**config.mk**
```make
export PLATFORM = sky130hd
export DESIGN_NAME = spi_controller
export DESIGN_NICKNAME = d
export VERILOG_FILES = /design/src/rtl/spi_pkg.sv /design/src/rtl/spi_clk_div.sv /design/src/rtl/spi_controller.sv
export SDC_FILE = /design/constraint.sdc
export NUM_CORES = 1
export LEC_CHECK = 0
export ABC_AREA = 1
export BUFFER_PORTS_ARGS = -buffer_cell sky130_fd_sc_hd__buf_4
export CORE_ASPECT_RATIO = 0.6
export CORE_MARGIN = 1
export CORE_UTILIZATION = 50
export CTS_CLUSTER_DIAMETER = 50
export DETAILED_ROUTE_END_ITERATION = 10
export PLACE_DENSITY = 0.7
export SLEW_MARGIN = 15
export SYNTH_ARGS = -nofsm -noshare
export SYNTH_HDL_FRONTEND = slang
export SYNTH_SLANG_ARGS = --single-unit
```
**constraint.sdc**
```tcl
create_clock -name clk_i -period 2.9 [get_ports clk_i]
set_clock_uncertainty 0.15 [all_clocks]
set_input_delay 0.29 -clock clk_i [delete_from_list [all_inputs] [get_ports clk_i]]
set_output_delay 0.29 -clock clk_i [all_outputs]
set_load 0.02 [all_outputs]
```
**src/rtl/spi_pkg.sv**
```systemverilog
// ---------------------------------------------------------------------------
// spi_pkg
//
// Shared definitions for the SPI initiator:
//   - frame geometry (16-bit frame: R/W bit, 7-bit address, 8-bit data)
//   - register map of the on-chip SPI register peripheral
//   - controller state enum
//   - buildFrame(): packs a request into the on-wire frame
// ---------------------------------------------------------------------------
package spi_pkg;

  localparam int SPI_FRAME_W = 16;
  localparam int SPI_ADDR_W  = 7;
  localparam int SPI_DATA_W  = 8;
  localparam int SPI_RW_BIT  = 15;

  localparam logic [SPI_ADDR_W-1:0] REG_EN_OUT_7_0  = 7'd0;
  localparam logic [SPI_ADDR_W-1:0] REG_EN_OUT_15_8 = 7'd1;
  localparam logic [SPI_ADDR_W-1:0] REG_EN_PWM_7_0  = 7'd2;
  localparam logic [SPI_ADDR_W-1:0] REG_EN_PWM_15_8 = 7'd3;
  localparam logic [SPI_ADDR_W-1:0] REG_PWM_DUTY    = 7'd4;

  typedef enum logic [2:0] {
    ST_IDLE,
    ST_SETUP,
    ST_SCK_LO,
    ST_SCK_HI,
    ST_HOLD,
    ST_GAP
  } spiState_e;

  // A read frame carries zeros in the data field so the peripheral can
  // drive its reply without contention on the data bits.
  function automatic logic [SPI_FRAME_W-1:0] buildFrame(
    input logic                  write,
    input logic [SPI_ADDR_W-1:0] addr,
    input logic [SPI_DATA_W-1:0] data
  );
    return {write, addr, write ? data : {SPI_DATA_W{1'b0}}};
  endfunction

endpackage

```
**src/rtl/spi_clk_div.sv**
```systemverilog
// ---------------------------------------------------------------------------
// spi_clk_div
//
// Loadable down-counter that times every phase of the SPI controller.
// The counter is reloaded on each state entry and tick_o is high while the
// count sits at zero, i.e. on the last clk cycle of the current phase.
//
// Ports:
//   clk_i      system clock
//   rst_ni     asynchronous active-low reset
//   load_i     reload the counter with loadVal_i
//   loadVal_i  phase length minus one
//   tick_o     current phase expires on the next clk edge
// ---------------------------------------------------------------------------
module spi_clk_div #(
  parameter int CNT_W = 3
) (
  input  logic             clk_i,
  input  logic             rst_ni,
  input  logic             load_i,
  input  logic [CNT_W-1:0] loadVal_i,
  output logic             tick_o
);

  logic [CNT_W-1:0] cnt_q, cnt_d;

  // Count down to zero and park there until the next reload.
  always_comb begin
    cnt_d = cnt_q;
    if (load_i) begin
      cnt_d = loadVal_i;
    end else if (cnt_q != '0) begin
      cnt_d = cnt_q - 1'b1;
    end
  end

  always_ff @(posedge clk_i or negedge rst_ni) begin
    if (!rst_ni) begin
      cnt_q <= '0;
    end else begin
      cnt_q <= cnt_d;
    end
  end

  assign tick_o = (cnt_q == '0);

endmodule

```
**src/rtl/spi_controller.sv**
```systemverilog
// ---------------------------------------------------------------------------
// spi_controller
//
// SPI mode-0 initiator for the on-chip SPI register peripheral. Each accepted
// request is sent as one 16-bit frame, MSB first:
//   bit15 = R/W (1 = write), bits14:8 = address, bits7:0 = data.
// nCS stays low for 34*HALF_PERIOD clk cycles with 16 SCLK rising edges,
// followed by CS_GAP cycles of nCS high before the next request is accepted.
//
// Build option: define SPI_CONTROLLER_READ_EN to enable read frames
// (req_write_i = 0) and the cipo_i read-back path. Without it every frame is
// a write, cipo_i is unused and rd_data_o is 0.
//
// Ports:
//   clk_i, rst_ni      clock, asynchronous active-low reset
//   req_valid_i/ready_o  request handshake
//   req_write_i        1 = write, 0 = read (read build only)
//   req_addr_i         register address
//   req_wdata_i        write data
//   done_o             one-cycle pulse on the first cycle after nCS rises
//   busy_o             frame or inter-frame gap in progress
//   rd_data_o          data returned by the last read
//   ncs_o, sclk_o, copi_o  SPI bus outputs (registered)
//   cipo_i             SPI serial data in
// ---------------------------------------------------------------------------
module spi_controller
  import spi_pkg::*;
#(
  parameter int HALF_PERIOD = 4,
  parameter int CS_GAP      = 8
) (
  input  logic                  clk_i,
  input  logic                  rst_ni,
  input  logic                  req_valid_i,
  output logic                  req_ready_o,
  input  logic                  req_write_i,
  input  logic [SPI_ADDR_W-1:0] req_addr_i,
  input  logic [SPI_DATA_W-1:0] req_wdata_i,
  output logic                  done_o,
  output logic                  busy_o,
  output logic [SPI_DATA_W-1:0] rd_data_o,
  output logic                  ncs_o,
  output logic                  sclk_o,
  output logic                  copi_o,
  input  logic                  cipo_i
);

  localparam int MaxPhase = (HALF_PERIOD > CS_GAP) ? HALF_PERIOD : CS_GAP;
  localparam int CntW     = $clog2(MaxPhase);

  spiState_e              state_q, state_d;
  logic [SPI_FRAME_W-1:0] shift_q, shift_d;
  logic [4:0]             edgeCnt_q, edgeCnt_d;
  logic                   ncs_q, ncs_d;
  logic                   sclk_q, sclk_d;
  logic                   copi_q, copi_d;
  logic                   done_q, done_d;
  logic                   frameWrite;
  logic                   accept;
  logic                   inFrame;
  logic                   tick;
  logic                   load;
  logic [CntW-1:0]        loadVal;

`ifdef SPI_CONTROLLER_READ_EN
  assign frameWrite = req_write_i;
`else
  assign frameWrite = 1'b1;
`endif

  assign accept = req_valid_i && (state_q == ST_IDLE);

  // A phase counter reload happens on every entry into a timed state; the
  // GAP phase uses its own length, all bus phases use HALF_PERIOD.
  assign load    = (state_d != state_q) && (state_d != ST_IDLE);
  assign loadVal = (state_d == ST_GAP) ? CntW'(CS_GAP - 1) : CntW'(HALF_PERIOD - 1);

  spi_clk_div #(
    .CNT_W(CntW)
  ) uClkDiv (
    .clk_i    (clk_i),
    .rst_ni   (rst_ni),
    .load_i   (load),
    .loadVal_i(loadVal),
    .tick_o   (tick)
  );

  // Next-state logic. The first SCK_LO after SETUP does not shift, so the
  // frame spends one extra half-period low before the first rising edge,
  // giving 34 half-periods of nCS low in total. Shifting happens only on
  // SCK_HI -> SCK_LO so copi changes on the falling SCLK edge.
  always_comb begin
    state_d   = state_q;
    shift_d   = shift_q;
    edgeCnt_d = edgeCnt_q;
    unique case (state_q)
      ST_IDLE: begin
        if (accept) begin
          state_d   = ST_SETUP;
          shift_d   = buildFrame(frameWrite, req_addr_i, req_wdata_i);
          edgeCnt_d = '0;
        end
      end
      ST_SETUP: begin
        if (tick) state_d = ST_SCK_LO;
      end
      ST_SCK_LO: begin
        if (tick) begin
          state_d   = ST_SCK_HI;
          edgeCnt_d = edgeCnt_q + 5'd1;
        end
      end
      ST_SCK_HI: begin
        if (tick) begin
          if (edgeCnt_q == 5'd16) begin
            state_d = ST_HOLD;
          end else begin
            state_d = ST_SCK_LO;
            shift_d = {shift_q[SPI_FRAME_W-2:0], 1'b0};
          end
        end
      end
      ST_HOLD: begin
        if (tick) state_d = ST_GAP;
      end
      ST_GAP: begin
        if (tick) state_d = ST_IDLE;
      end
      default: state_d = ST_IDLE;
    endcase
  end

  // Bus outputs are decoded from the next state so they can be registered
  // and still line up with the state they belong to.
  always_comb begin
    inFrame = (state_d == ST_SETUP) || (state_d == ST_SCK_LO) ||
              (state_d == ST_SCK_HI) || (state_d == ST_HOLD);
    ncs_d   = !inFrame;
    sclk_d  = (state_d == ST_SCK_HI);
    copi_d  = inFrame && shift_d[SPI_RW_BIT];
    done_d  = (state_q == ST_HOLD) && (state_d == ST_GAP);
  end

  always_ff @(posedge clk_i or negedge rst_ni) begin
    if (!rst_ni) begin
      state_q   <= ST_IDLE;
      shift_q   <= '0;
      edgeCnt_q <= '0;
      ncs_q     <= 1'b1;
      sclk_q    <= 1'b0;
      copi_q    <= 1'b0;
      done_q    <= 1'b0;
    end else begin
      state_q   <= state_d;
      shift_q   <= shift_d;
      edgeCnt_q <= edgeCnt_d;
      ncs_q     <= ncs_d;
      sclk_q    <= sclk_d;
      copi_q    <= copi_d;
      done_q    <= done_d;
    end
  end

  assign ncs_o       = ncs_q;
  assign sclk_o      = sclk_q;
  assign copi_o      = copi_q;
  assign done_o      = done_q;
  assign busy_o      = (state_q != ST_IDLE);
  assign req_ready_o = (state_q == ST_IDLE);

`ifdef SPI_CONTROLLER_READ_EN
  logic [1:0]            cipoSync_q;
  logic [SPI_DATA_W-1:0] rdShift_q;
  logic [SPI_DATA_W-1:0] rdData_q;
  logic                  isRead_q;

  // cipo is asynchronous to clk, so it is double-flopped. The reply bits
  // are taken on the last cycle of SCK_HI for rises 9..16, which leaves the
  // synchroniser a full half-period to settle after the peripheral's
  // falling-edge update.
  always_ff @(posedge clk_i or negedge rst_ni) begin
    if (!rst_ni) begin
      cipoSync_q <= '0;
      rdShift_q  <= '0;
      rdData_q   <= '0;
      isRead_q   <= 1'b0;
    end else begin
      cipoSync_q <= {cipoSync_q[0], cipo_i};
      if (accept) isRead_q <= !req_write_i;
      if ((state_q == ST_SCK_HI) && tick && (edgeCnt_q >= 5'd9)) begin
        rdShift_q <= {rdShift_q[SPI_DATA_W-2:0], cipoSync_q[1]};
      end
      if (done_d && isRead_q) rdData_q <= rdShift_q;
    end
  end

  assign rd_data_o = rdData_q;
`else
  logic unused_inputs;
  assign unused_inputs = ^{req_write_i, cipo_i};
  assign rd_data_o     = '0;
`endif

endmodule

```
==> results.yml, run 1 <==
cts:
  clockBufferDepth: 2
  cts-htree-levels: 2
  clkTransAtPathRegs_ns: 0.06
  clk_latency_ns: 0.28
  cts_buffers: 5
  cts-root-buf: "clkbuf_8"
  ctsHoldBuffers: 1
  cts_resized: 0
  clock_sink_count: 31
  tritoncts: "yes"
  cts_setup_buffers: 0
cells_and_area:
  final_cell_mix: "nand2_1, dfrtp_1, buf_4"
  final_layout_size_suffix_gt1_share_pct: 23.5
  syn_to_final_growth_pct: 17.3
  final_common_cell: "nand2_1"
  fin_area_mm2: 0.00191
  nets: 240
  antenna_cells: 0
sta:
  setup-violations-final: 0
  rsz0062_at_grt: "no"
  setup_tns_ns: 0
  hold_ws_ns: 0.0835
  min_period_over_period_pct: 72.1
  worstMarginPinSlew_ns: 0.515
  period_needed_ns: 2.09
  hold_violations: 0
  timing.slew.headroom_pct: 65.6
  final-max-slew-violation-count: 0
  clock.fmax_ghz: 0.478
synthesis:
  synth.distinct_cells: 27
  ys_warn_count: 0
  ys_ff_latch: 31
  synthCells: 191
  syn-cell-area_mm2: 0.00162
  ys_seq_area_share_pct: 47.8
  avgSynthCellArea_um2: 8.50
setup_path:
  r2r-start: "state_q[1]"
  worstRegToRegCells: 10
  critPathMaxStageDelay_ns: 0.48
  crit_top_cell: "nand2_1"
  crit_chain: "nor2_4, nand2_2, nor2_4, inv_2, nand2_4, nor2_2, nand3_1, nand2_1, nand2_1, nand2_1"
  rrSetupSlack_ns: 0.81
  r2r_end: "uClkDiv.cnt_q[2]"
  start_kind: "register"
  critPathSlowestCell: "dfrtp_1"
  critPathMaxFanout: 20
  cp-end-kind: "register"
  crit_arrival_ns: 2.11
  crit_type: "reg -> reg"
  cp.required_ns: 2.92
floorplan:
  pin_count: 34
  die_y_um: 46.1
  die_w_um: 75.6
  start_util_pct: 54.4
  rows: 15
  core_mm2: 0.00298
  dieArea_mm2: 0.00349
min_path:
  hp-class: "in -> reg"
  hold-path-endpoint: "shift_q[6]"
  whs_path_depth: 3
  hp-start: "req_wdata_i[6]"
pwr:
  vdd_drop_max_uv: 493
  p_total_mw: 1.94
  power.leakage_nw: 1.02
  power.density_mw_per_mm2: 1020
route:
  drc: 0
  met3_length_um: 147
  vias: 1315
  wl_met1_um: 1580
  ant_nets: 0
  avgViaCountPerCell: 5.08
  wire_per_inst_um: 12.6
  first_pass_iters: 4
  top_layer: "met4"
  wl_met2_um: 1510
  drt_iter0_drc: 104
  drt-total-wl_um: 3260
placement:
  dp_hpwl_um: 2370
  place_area_mm2: 0.00178
  place.gp.congestion: 0.830
  portBuffers: 23
flow_run:
  cap_violations: 0
global_route:
  overflow: 0
  grt_pass1_vias: 1151
  grt_pass1_wl_um: 5280
  track_usage_pct: 21.3
  antenna_found_initial: 0
  grt_max_degree: 32
status:
  status: "finished clean"
==> how the worst max path moves through the flow <==
stage,from,endpoint,slack (ns),cells after the start
final,state_q[1],uClkDiv.cnt_q[2],0.81,10
after global placement,state_q[1],uClkDiv.cnt_q[2],0.86,10
after global routing,state_q[1],uClkDiv.cnt_q[2],0.65,10
after detailed placement,state_q[1],uClkDiv.cnt_q[2],0.82,10
after floorplan,uClkDiv.cnt_q[0],shift_q[14],1.22,10
after CTS,state_q[1],uClkDiv.cnt_q[2],0.81,10
==> power breakdown <==
group | internal, mW | leakage [nW] | total (mW) | switching [mW]
clock network | 0.278 | 0.0612 | 0.429 | 0.152
registers | 0.618 | 0.388 | 0.751 | 0.133
logic | 0.279 | 0.569 | 0.759 | 0.480
==> metrics by stage <==
step / util (%) / setup WS [ns] / std cells
after floorplan: - / 1.22 / 198
after global placement: 59.6 / 0.858 / 250
after detailed placement: 59.6 / 0.824 / 250
after CTS: 63.9 / 0.809 / 259
after global routing: 63.9 / 0.647 / 259
final: 63.9 / 0.809 / 259
==> per-layer routing <==
metal,up-vias,track usage [%]
met3,4,5.91
met4,0,6.67
met2,37,32.9
met1,624,29.4
met5,-,0
li1,650,-
==> critical path: cells and delay by family (launching register included) <==
family,cells,cell delay [ns]
and+or+nand+nor,9,1.22
buffers and inverters,1,0.12
DFF,1,0.48
==> logic make-up (layout without fill, tap and decap cells) <==
kind of cell / count (synthesis) / count (layout) / synth area share [%]
AO/OA/AOI/OAI: 28 / 28 / 11.3
AND/OR/NAND/NOR: 88 / 88 / 24.9
other: 1 / 8 / 0.231
buffers and inverters: 37 / 56 / 11.6
adder cells (fa/ha/maj): 4 / 4 / 3.08
XOR/XNOR: 2 / 2 / 1.08
flip-flops: 31 / 31 / 47.8
==> layout make-up <==
type,instances,area [µm²]
inverters,24,90.1
flip-flops and latches,31,777
clock inverters,2,35.0
repair buffers,24,183
fillers,253,1080
clock buffers,6,82.6
well taps,42,52.6
multi-input cells,130,686
==> flip-flops by register name, indices dropped and copies added, names as in the netlist <==
name,count
edgeCnt_q,5
uClkDiv.cnt_q,3
shift_q,16
state_q,3
sclk_o,1
copi_o,1
done_o,1
ncs_o,1
==> Yosys cell counts (all sizes together) <==
| cell type | instances | area, µm² |
|---|---|---|
| dfrtp | 30 | 751 |
| nand3 | 14 | 75.1 |
| o31ai | 1 | 7.51 |
| conb | 1 | 3.75 |
| dfstp | 1 | 26.3 |
| a22oi | 14 | 105 |
| nand4 | 1 | 6.26 |
| buf | 13 | 97.6 |
| o21ai | 7 | 35.0 |
| nor2 | 18 | 103 |
| nor3 | 1 | 5.00 |
| inv | 24 | 90.1 |
| ha | 4 | 50.1 |
| o211ai | 1 | 7.51 |
| a21oi | 4 | 20.0 |
| xor2 | 2 | 17.5 |
| nand2 | 54 | 215 |
| a22o | 1 | 8.76 |
Note: power is estimated with default switching activity, not from simulation.
==> run 2: changes to the inputs <==
--- a/config.mk
+++ b/config.mk
@@ -9,7 +9,7 @@
 export BUFFER_PORTS_ARGS = -buffer_cell sky130_fd_sc_hd__buf_4
 export CORE_ASPECT_RATIO = 0.6
 export CORE_MARGIN = 1
-export CORE_UTILIZATION = 50
+export CORE_UTILIZATION = 48
 export CTS_CLUSTER_DIAMETER = 50
 export DETAILED_ROUTE_END_ITERATION = 10
 export PLACE_DENSITY = 0.7
==> constraint.sdc (replaced) <==
create_clock -name clk_i -period 1.85 [get_ports clk_i]
set_clock_uncertainty 0.15 [all_clocks]
set_input_delay 0.185 -clock clk_i [delete_from_list [all_inputs] [get_ports clk_i]]
set_output_delay 0.185 -clock clk_i [all_outputs]
set_load 0.02 [all_outputs]
==> run 2 against run 1 <==
Against the previous run: combinational power increased by 95%; largest power group unchanged; fmax increased by 15%; critical path depth increased by 2; worst setup slack got worse by 0.77 ns; hold slack got worse by 0.078 ns; count of clock-buffer cells in the layout increased by 2; core utilization increased by 8.9 points.
==> results.yml, run 2 (same netlist as run 1, synthesis figures left out) <==
placement:
  dp_slack_ns: -0.0488
  place_area_mm2: 0.00182
  place.gp.congestion: 0.842
  dp_hpwl_um: 2430
  portBuffers: 23
floorplan:
  pin_count: 34
  rows: 15
  dieArea_mm2: 0.00363
  start_util_pct: 53.4
  die_w_um: 77.1
  core_mm2: 0.00304
  die_y_um: 47.1
cells_and_area:
  syn_to_final_growth_pct: 36.2
  fin_area_mm2: 0.00221
  antenna_cells: 0
  largest_reg_flops: 16
  final_common_cell: "nand2_1"
  num-fill-cells: 230
  reg_top3: "shift_q x16, edgeCnt_q x5"
  fin_util_pct: 72.8
  regMostFlops: "shift_q"
  final_cell_mix: "nand2_1, buf_4, dfrtp_1"
  nets: 269
  final_layout_size_suffix_gt1_share_pct: 33.3
setup_path:
  critPathMaxStageDelay_ns: 0.39
  critPathMaxFanout: 6
  crit_type: "reg -> reg"
  critPathSlowestCell: "dfrtp_1"
  cp-end-kind: "register"
  cp.required_ns: 1.87
  start_kind: "register"
  crit_chain: "inv_2, ha_4, inv_4, nor2_4, buf_4, nand3_2, o21ai_2, nor2_2, nand3_2, nand2_2, nand2_1, nand2_1"
  crit_arrival_ns: 1.83
  worstRegToRegCells: 12
global_route:
  busiest_layer: "met2"
  grt_util_met1_pct: 25.9
  grt_util_met3_pct: 5.83
  antenna_found_initial: 0
  overflow: 0
  grt_pass1_wl_um: 5780
  grt_use_met2_pct: 38.9
  grt_max_degree: 32
  track_usage_pct: 21.4
  grt_pass1_vias: 1316
sta:
  hold_violations: 0
  rsz0062_at_grt: "yes"
  setup-violations-final: 0
  min_period_over_period_pct: 98.1
  clock.fmax_ghz: 0.551
  final-max-slew-violation-count: 0
  period_needed_ns: 1.81
  setup_ws_ns: 0.0361
cts:
  clock_sink_count: 31
  clockBufferDepth: 2
  cts_buffers: 5
  tritoncts: "yes"
  clk_latency_ns: 0.27
  clkTransAtPathRegs_ns: 0.06
  cts-root-buf: "clkbuf_8"
  cts-htree-levels: 2
route:
  drt_iter0_drc: 69
  avgViaCountPerCell: 5.08
  drt-total-wl_um: 3840
  drc: 0
  vias: 1463
  ant_nets: 0
  first_pass_iters: 4
  wire_per_inst_um: 13.3
min_path:
  hp-class: "in -> reg"
  whs_path_depth: 3
pwr:
  vdd_drop_max_uv: 711
  power.leakage_nw: 1.15
  p_total_mw: 3.25
  power.density_mw_per_mm2: 1470
status:
  status: "finished clean"
flow_run:
  cap_violations: 0
==> run 2: final timing paths <==
path                                    end  slack [ns]             start
setup / recovery           uClkDiv.cnt_q[2]        0.04  uClkDiv.cnt_q[0]
hold / removal                  shift_q[13]       0.006     req_addr_i[5]
setup reg to reg           uClkDiv.cnt_q[2]        0.04  uClkDiv.cnt_q[0]
hold reg to reg                 shift_q[11]        0.33       shift_q[11]
max in group asynchronous             ncs_o        1.00            rst_ni
min in group asynchronous       shift_q[13]        0.23            rst_ni
==> run 2: metrics by stage <==
step,cells,TNS (ns),hold slack (ns)
5_1_grt,288,-0.637,0.00262
6_report,288,0,0.00557
4_1_cts,278,0,0.000289
3_3_place_gp,256,0,-0.0180
3_5_place_dp,256,-0.0879,-0.0103
2_1_floorplan,198,0,-0.261
==> run 2: timing repair <==
item,in CTS,in global routing
resized for setup,3,22
endpoints found under the setup margin,5,20
pin swaps,2,4
buffers inserted,1,7
hold buffers,13,2
hold endpoints to repair,43,2
cloned,0,1
==> run 2: cell type report <==
class	instances	area, µm²	area share [%]
multi-input cells	130	742	33.5
flip-flops and latches	31	779	35.2
well taps	42	52.6	2.38
repair buffers	52	435	19.7
inverters	24	97.6	4.41
repair inverters	1	5.00	0.226
clock buffers	8	100	4.52
==> run 2: critical path, delay by kind of cell, from the launching register on <==
kind,cells,cell delay [ns]
AOI/OAI and AO/OA,1,0.08
buffers and inverters,3,0.29
adders and majority gates,1,0.16
DFF,1,0.39
and+or+nand+nor,7,0.62
==> run 2: per-layer routing <==
metal  wire [µm]  up-vias
met1        1670      702
met5           0        -
met3         237        6
met4          51        0
met2        1880       49
li1            -      706
==> run 2: power by group <==
group          switching [mW]  internal, mW  leakage [nW]
Sequential              0.220         0.974         0.386
Clock                   0.235         0.339        0.0515
Combinational           0.866         0.615         0.712
Total                    1.32          1.93          1.15
